`config.mk`:
```
export PLATFORM = sky130hd
export DESIGN_NAME = shift_sequencer_param_flat
export DESIGN_NICKNAME = d
export VERILOG_FILES = /design/src/rtl/shift_sequencer_param_if.sv /design/src/rtl/shift_sequencer_param.sv /design/src/flat_wrapper.sv
export SDC_FILE = /design/constraint.sdc
export NUM_CORES = 1
export LEC_CHECK = 0
export BUFFER_PORTS_ARGS = -buffer_cell sky130_fd_sc_hd__buf_2
export CORE_ASPECT_RATIO = 1.5
export CORE_MARGIN = 2
export CORE_UTILIZATION = 34
export CTS_BUF_LIST = sky130_fd_sc_hd__clkbuf_4 sky130_fd_sc_hd__clkbuf_8 sky130_fd_sc_hd__clkbuf_16
export DETAILED_ROUTE_END_ITERATION = 7
export PLACE_DENSITY_LB_ADDON = 0.25
export SYNTH_ARGS = -nofsm -noshare
export SYNTH_HDL_FRONTEND = slang
export SYNTH_SLANG_ARGS = --single-unit
```
`constraint.sdc`:
```
create_clock -name clock -period 1.5 [get_ports clock]
set_input_delay 0.075 -clock clock [delete_from_list [all_inputs] [get_ports clock]]
set_output_delay 0.075 -clock clock [all_outputs]
set_load 0.05 [all_outputs]
```
`src/rtl/shift_sequencer_param_if.sv`:
```
// shift_sequencer_param_if: request/result bundle for the iterative shifter
interface shift_sequencer_param_if #(parameter int WIDTH = 32, parameter int AMT_W = 8);
  logic start;
  logic [1:0] mode;
  logic [AMT_W-1:0] amount;
  logic [WIDTH-1:0] parallel_load;
  logic carry_in;
  logic msb;
  logic ready;
  logic done;
  logic [WIDTH-1:0] parallel_read;
  logic carry_out;
  logic lsb;
  modport master(output start, mode, amount, parallel_load, carry_in, msb,
                 input ready, done, parallel_read, carry_out, lsb);
  modport slave(input start, mode, amount, parallel_load, carry_in, msb,
                output ready, done, parallel_read, carry_out, lsb);
endinterface

```
`src/rtl/shift_sequencer_param.sv`:
```
// shift_sequencer_param: multi-cycle LSL/LSR/ASR/ROR shifter with ARM carry-out
// SHIFT_DOUBLE_STEP_EN: take two steps per edge while at least two remain
module shift_sequencer_param #(
  parameter int WIDTH = 32,
  parameter int AMT_W = 8
) (
  input logic clock,
  input logic reset,
  shift_sequencer_param_if.slave bus
);
  typedef enum logic [1:0] {IDLE, SHIFT, DONE} state_t;
  state_t state, state_n;
  logic [WIDTH-1:0] r, r_n;
  logic c, c_n;
  logic [AMT_W-1:0] cnt, cnt_n;
  logic [1:0] mode_q, mode_n;
  logic [WIDTH:0] s1;
  function automatic logic [WIDTH:0] step(input logic [1:0] m, input logic [WIDTH-1:0] v, input logic f);
    return m == 2'd0 ? {v[WIDTH-1], v[WIDTH-2:0], f} :
           m == 2'd1 ? {v[0], f, v[WIDTH-1:1]} :
           m == 2'd2 ? {v[0], v[WIDTH-1], v[WIDTH-1:1]} :
                       {v[0], v[0], v[WIDTH-1:1]};
  endfunction
  assign s1 = step(mode_q, r, bus.msb);
`ifdef SHIFT_DOUBLE_STEP_EN
  logic [WIDTH:0] s2;
  logic dbl;
  assign s2 = step(mode_q, s1[WIDTH-1:0], bus.msb);
  assign dbl = cnt >= AMT_W'(2);
`endif
  always_comb begin
    state_n = state;
    r_n = r;
    c_n = c;
    cnt_n = cnt;
    mode_n = mode_q;
    case (state)
      IDLE: if (bus.start) begin
        r_n = bus.parallel_load;
        c_n = bus.carry_in;
        cnt_n = bus.amount;
        mode_n = bus.mode;
        state_n = bus.amount != '0 ? SHIFT : DONE;
      end
      SHIFT: begin
`ifdef SHIFT_DOUBLE_STEP_EN
        {c_n, r_n} = dbl ? s2 : s1;
        cnt_n = cnt - (dbl ? AMT_W'(2) : AMT_W'(1));
`else
        {c_n, r_n} = s1;
        cnt_n = cnt - AMT_W'(1);
`endif
        state_n = cnt_n == '0 ? DONE : SHIFT;
      end
      default: state_n = IDLE;
    endcase
  end
  always_ff @(posedge clock) begin
    if (reset) begin
      state <= IDLE;
      r <= '0;
      c <= 1'b0;
      cnt <= '0;
      mode_q <= 2'd0;
    end else begin
      state <= state_n;
      r <= r_n;
      c <= c_n;
      cnt <= cnt_n;
      mode_q <= mode_n;
    end
  end
  assign bus.ready = state == IDLE;
  assign bus.done = state == DONE;
  assign bus.parallel_read = r;
  assign bus.carry_out = c;
  assign bus.lsb = r[0];
endmodule

```
`src/flat_wrapper.sv`:
```
// flat-port wrapper written by rule: the top's interface ports become plain ports
module shift_sequencer_param_flat 
#(
  parameter int WIDTH = 32,
  parameter int AMT_W = 8
)
  (clock, reset, bus_start, bus_mode, bus_amount, bus_parallel_load, bus_carry_in, bus_msb, bus_ready, bus_done, bus_parallel_read, bus_carry_out, bus_lsb);
  shift_sequencer_param_if #(.WIDTH(WIDTH), .AMT_W(AMT_W)) bus_i ();
  input logic clock;
  input logic reset;
  input wire logic [$bits(bus_i.start)-1:0] bus_start;
  input wire logic [$bits(bus_i.mode)-1:0] bus_mode;
  input wire logic [$bits(bus_i.amount)-1:0] bus_amount;
  input wire logic [$bits(bus_i.parallel_load)-1:0] bus_parallel_load;
  input wire logic [$bits(bus_i.carry_in)-1:0] bus_carry_in;
  input wire logic [$bits(bus_i.msb)-1:0] bus_msb;
  output wire logic [$bits(bus_i.ready)-1:0] bus_ready;
  output wire logic [$bits(bus_i.done)-1:0] bus_done;
  output wire logic [$bits(bus_i.parallel_read)-1:0] bus_parallel_read;
  output wire logic [$bits(bus_i.carry_out)-1:0] bus_carry_out;
  output wire logic [$bits(bus_i.lsb)-1:0] bus_lsb;
  assign bus_i.start = bus_start;
  assign bus_i.mode = bus_mode;
  assign bus_i.amount = bus_amount;
  assign bus_i.parallel_load = bus_parallel_load;
  assign bus_i.carry_in = bus_carry_in;
  assign bus_i.msb = bus_msb;
  assign bus_ready = bus_i.ready;
  assign bus_done = bus_i.done;
  assign bus_parallel_read = bus_i.parallel_read;
  assign bus_carry_out = bus_i.carry_out;
  assign bus_lsb = bus_i.lsb;
  shift_sequencer_param #(.WIDTH(WIDTH), .AMT_W(AMT_W)) u_core (.clock(clock), .reset(reset), .bus(bus_i));
endmodule
```
Word level (Yosys, flattened, before mapping)
Index checks and enable logic that the tools add are counted.

Register bits: 45. Input port bits: 47. Output and inout bits: 36. Logic and storage cells: 34.

Add/sub/neg operators: 1. Equality and inequality tests: 6. Multiplexer cells: 13. Reduce and logical (&&, ||, !) cells: 8.

Operator list (count): two-way mux 32 bit (3); case mux 32 bit (2 select lines) (1); two-way mux 33 bit (1); case mux 8 bit (2 select lines) (1); zero test 8 bit (1); two-way mux 8 bit (1); nonzero test 8 bit (1); subtractor 8 x 1 -> 8 bit, second input constant (1); two-way mux 2 bit (3); equality test 2 x 1 -> 1 bit, second input constant (2); equality test 2 bit, second input constant (2); zero test 2 bit (2); != test 4 x 2 -> 1 bit, second input constant (1); case mux 2 bit (2 select lines) (1); AND reduction 2 bit (2); AND reduction 3 bit (1); != test 2 bit, second input constant (1); case mux 1 bit (2 select lines) (1); nonzero test 2 bit (1); two-way mux 1 bit (1).

Longest topological paths before layout
Word-level depth: 5. Gate-level depth with buffers: 7. Gate-level depth less buffers: 6.

Least setup slack after synthesis
Ideal clock, no wire load.

Path type: register to register. Start point: reg u_core.state[0]. End point: reg u_core.mode_q[1]. Library setup time: 128 ps. Arrival time: 1797 ps. Required time: 1372 ps. Path slack: -425 ps. Cell stages (with the launch flop): 7. Path buffers: 2. Period minus slack after synthesis: 1925 ps. Cells stage by stage: dfxtp_1 -> clkbuf_1 -> nor2_1 -> and2_1 -> clkbuf_1 -> mux2i_1 -> nor2_1.

Word-level cells in the longest chain between the ends: 2.

RTL lines: start, declared (RTL line shift_sequencer_param.sv:12) `state_t state, state_n;`; start signal, assigned (RTL line shift_sequencer_param.sv:66) `state <= state_n;`; zero test 2 bit; named net bus_ready (RTL line flat_wrapper.sv:17) `output wire logic [$bits(bus_i.ready)-1:0] bus_ready;`; AND reduction 2 bit (no source line); end signal, assigned (RTL line shift_sequencer_param.sv:70) `mode_q <= mode_n;`; end, declared (RTL line shift_sequencer_param.sv:16) `logic [1:0] mode_q, mode_n;`.

The timed path passes the listed nets, and every way through them passes these cells. A chain may end at the register's enable or synchronous reset.

Worst setup path in the final report
Start point: reg u_core.cnt[1]. End point: reg u_core.state[1].

Word-level cells in the longest chain between the ends: 4.

RTL lines: start, declared (RTL line shift_sequencer_param.sv:15) `logic [AMT_W-1:0] cnt, cnt_n;`; start signal, assigned (RTL line shift_sequencer_param.sv:69) `cnt <= cnt_n;`; subtractor 8 x 1 -> 8 bit (RTL line shift_sequencer_param.sv:51) `cnt_n = cnt - AMT_W'(1);`; zero test 8 bit (RTL line shift_sequencer_param.sv:53) `state_n = cnt_n == '0 ? DONE : SHIFT;`; two-way mux 2 bit (RTL line shift_sequencer_param.sv:53); case mux 2 bit (2 select lines) (RTL line shift_sequencer_param.sv:37) `case (state)`.

No other way between the ends.

==> flow_summary.json <==
{
  "final_antenna_net_count": 0,
  "avgSynthCellArea_sq_um": 7.995,
  "die_h_um": 110.7,
  "period_share": 1.121,
  "tightest_slew_ps": 492.8,
  "synth-seq-cells": 45,
  "synthTopCellsByArea": "dfxtp_1, mux2i_1, o221ai_1",
  "place_hpwl_um": 5351,
  "core_sq_um": 7322,
  "syn-instance-count": 323,
  "place_area_sq_um": 3288,
  "hold_class": "input pin to register",
  "portBuffers": 82,
  "synthFlopType": "dfxtp_1",
  "grt_pass1_wl_um": 12170,
  "grt_use_met3": 0.02909,
  "period_minus_slack_ps": 1681,
  "async_flop_share": 0,
  "setup_viol": 3,
  "grt_max_degree": 42,
  "met1_usage": 0.2164,
  "synth_nets": 372,
  "drv_cap": 0,
  "drt_wl_total_um": 7347,
  "path_max_fanout": 2,
  "clock-sinks": 45,
  "rsz0062_at_grt": "true",
  "ys_seq_area_frac": 0.3488,
  "cts_buffers": 5,
  "cp.arrival_ps": 1900,
  "clkTransAtPathRegs_ps": 80,
  "insertion_delay_ps": 300,
  "crit_required_ps": 1720,
  "dp_cells": 505,
  "irDropWorstVdd_uv": 507.4,
  "timing.hold.ws_ps": 12.27,
  "syn2layout_area_growth_pct": 31.54,
  "final_area_sq_um": 3397,
  "max_freq_mhz": 594.9,
  "rrSetupSlack_ps": -180,
  "drt_pre_antenna_iters": 4,
  "start_util": 0.3527,
  "post_layout_nonfiller_instances": 513,
  "grt_busiest_layer": "met2",
  "grtUsageMet2": 0.3082,
  "wl_per_cell_um": 14.32,
  "power_density_nw_per_um2": 1152,
  "drc": 0,
  "drive_gt1_frac": 0.3172,
  "clockBufferDepth": 2,
  "nNetsFinal": 461,
  "cp-start-kind": "register",
  "grt_pass1_vias": 2592,
  "cts_hold_buf": 0,
  "slew_viol_final": 0,
  "antenna_found_initial": 0,
  "setup_slack_ps": -180.9,
  "maxSlewHeadroom": 0.6684,
  "p_leak_nw": 1.710,
  "synth_area_leader_cell": "dfxtp_1",
  "ys_types": 40,
  "synth-edff-count": 0,
  "gp_congestion": 0.8310,
  "vias_per_cell": 5.255,
  "failed_checks": "negative setup slack",
  "end_kind": "register",
  "synthesis.area_sq_um": 2582,
  "die-area_sq_um": 8323,
  "fin_worst_skew_ps": 5.981,
  "cts_tree": "yes",
  "synth_top_area_frac": 0.3488,
  "n_antenna_cell": 0,
  "grt_usage": 0.1815,
  "root_buffer": "clkbuf_8",
  "cts.htree.levels": 2,
  "io_pins": 83,
  "hold_viol_final": 0,
  "num_rows": 38,
  "setup_tns_ps": -452.3,
  "fp.dieW_um": 75.16,
  "drt-initial-drc-count": 111,
  "vias": 2696,
  "yosys_warnings": 0,
  "outcome": "finished, violations left",
  "critPathKind": "register to register",
  "grt_overflow": 0
}
==> stage by stage <==
| step | total power, W | util | setup slack (ps) |
|---|---|---|---|
| global route | 0.004153 | 0.4639 | -241.5 |
| detailed placement | 0.003171 | 0.4491 | -176.2 |
| finish | 0.003913 | 0.4639 | -180.9 |
| global placement | 0.003154 | 0.4491 | -130.5 |
| floorplan | 0.002643 | - | -106.6 |
| CTS | 0.003930 | 0.4612 | -188.1 |
==> critical path: stages, from the launching register on <==
cell and delay [ps]:
dfxtp_2 320, or3_4 400, nor4b_4 270, mux2i_1 230, nand4b_1 140, o31ai_1 240
==> layout make-up <==
cell class	count	area, sq um
clock buffer	6	76.32
clock inverter	2	10.01
fill	781	3925
inverter	37	138.9
multi-input combinational	213	1471
sequential	45	904.6
tap	100	125.1
timing repair buffer	110	670.6
==> cell usage after synthesis (3+ instances only) <==
cell      number
nor2_1        54
dfxtp_1       45
inv_1         37
mux2i_1       35
o221ai_1      33
o21ai_0       23
clkbuf_1      20
o21ai_1       13
nand2_1        8
buf_2          6
a211oi_1       5
a21oi_1        5
o22ai_1        3
xnor2_1        3
==> placed cells by master, fill, tap and decap left out, types with 2 or more instances in the layout <==
cell	n
o31ai_1	2
a41oi_1	2
clkinv_2	2
buf_4	24
dfxtp_1	42
buf_12	4
nor2_1	51
a21oi_1	5
nand2_1	8
inv_1	37
clkbuf_8	5
nor3_1	2
dfxtp_2	3
xnor2_1	2
o221ai_1	33
nand2b_1	2
nor2_4	3
buf_2	82
o21ai_1	13
o22ai_1	3
mux2i_1	35
nor4_1	2
a211oi_1	5
o21ai_0	23
and4b_1	2
==> sequential cells by signal, indices dropped and copies added, names as in the netlist <==
name	flops
u_core.mode_q	2
u_core.bus.parallel_read	32
u_core.state	2
u_core.bus.carry_out	1
u_core.cnt	8
==> power by group <==
part           internal [W]  leakage, nW  switching (W)
logic              0.000651         1.29       0.000998
registers           0.00134        0.374       0.000169
clock network      0.000342       0.0484       0.000411
==> layer usage <==
metal	vias to the layer above	part of all wire	routed length, um
met3	15	0.037	274
li1	1332	-	-
met4	0	0.034	252
met2	70	0.52	3814
met5	-	0	0
met1	1279	0.41	3005
==> kinds of logic after synthesis <==
family,after synthesis,share of synthesized area
xor gates and xnor gates,4,0.01357
DFF,45,0.3488
and+or+nand+nor,78,0.1405
buffers and inverters,65,0.09884
adders and majority gates,2,0.009688
AOI/OAI and AO/OA,94,0.2529
muxes,35,0.1357
==> final timing paths <==
path	from	cells after the start	endpoint
hold reg to reg	u_core.cnt[6]	2	u_core.cnt[6]
setup / recovery	u_core.cnt[1]	5	u_core.state[1]
setup reg to reg	u_core.cnt[1]	5	u_core.state[1]
hold / removal	bus_mode[0]	3	u_core.mode_q[0]
==> what timing repair did <==
action / 4_1_cts / 5_1_grt
buffers inserted: 0 / 0
setup endpoints to repair: 5 / 10
pin swaps: 2 / 0
resized for setup: 1 / 3
No activity file was read; power rests on OpenSTA's default activity.
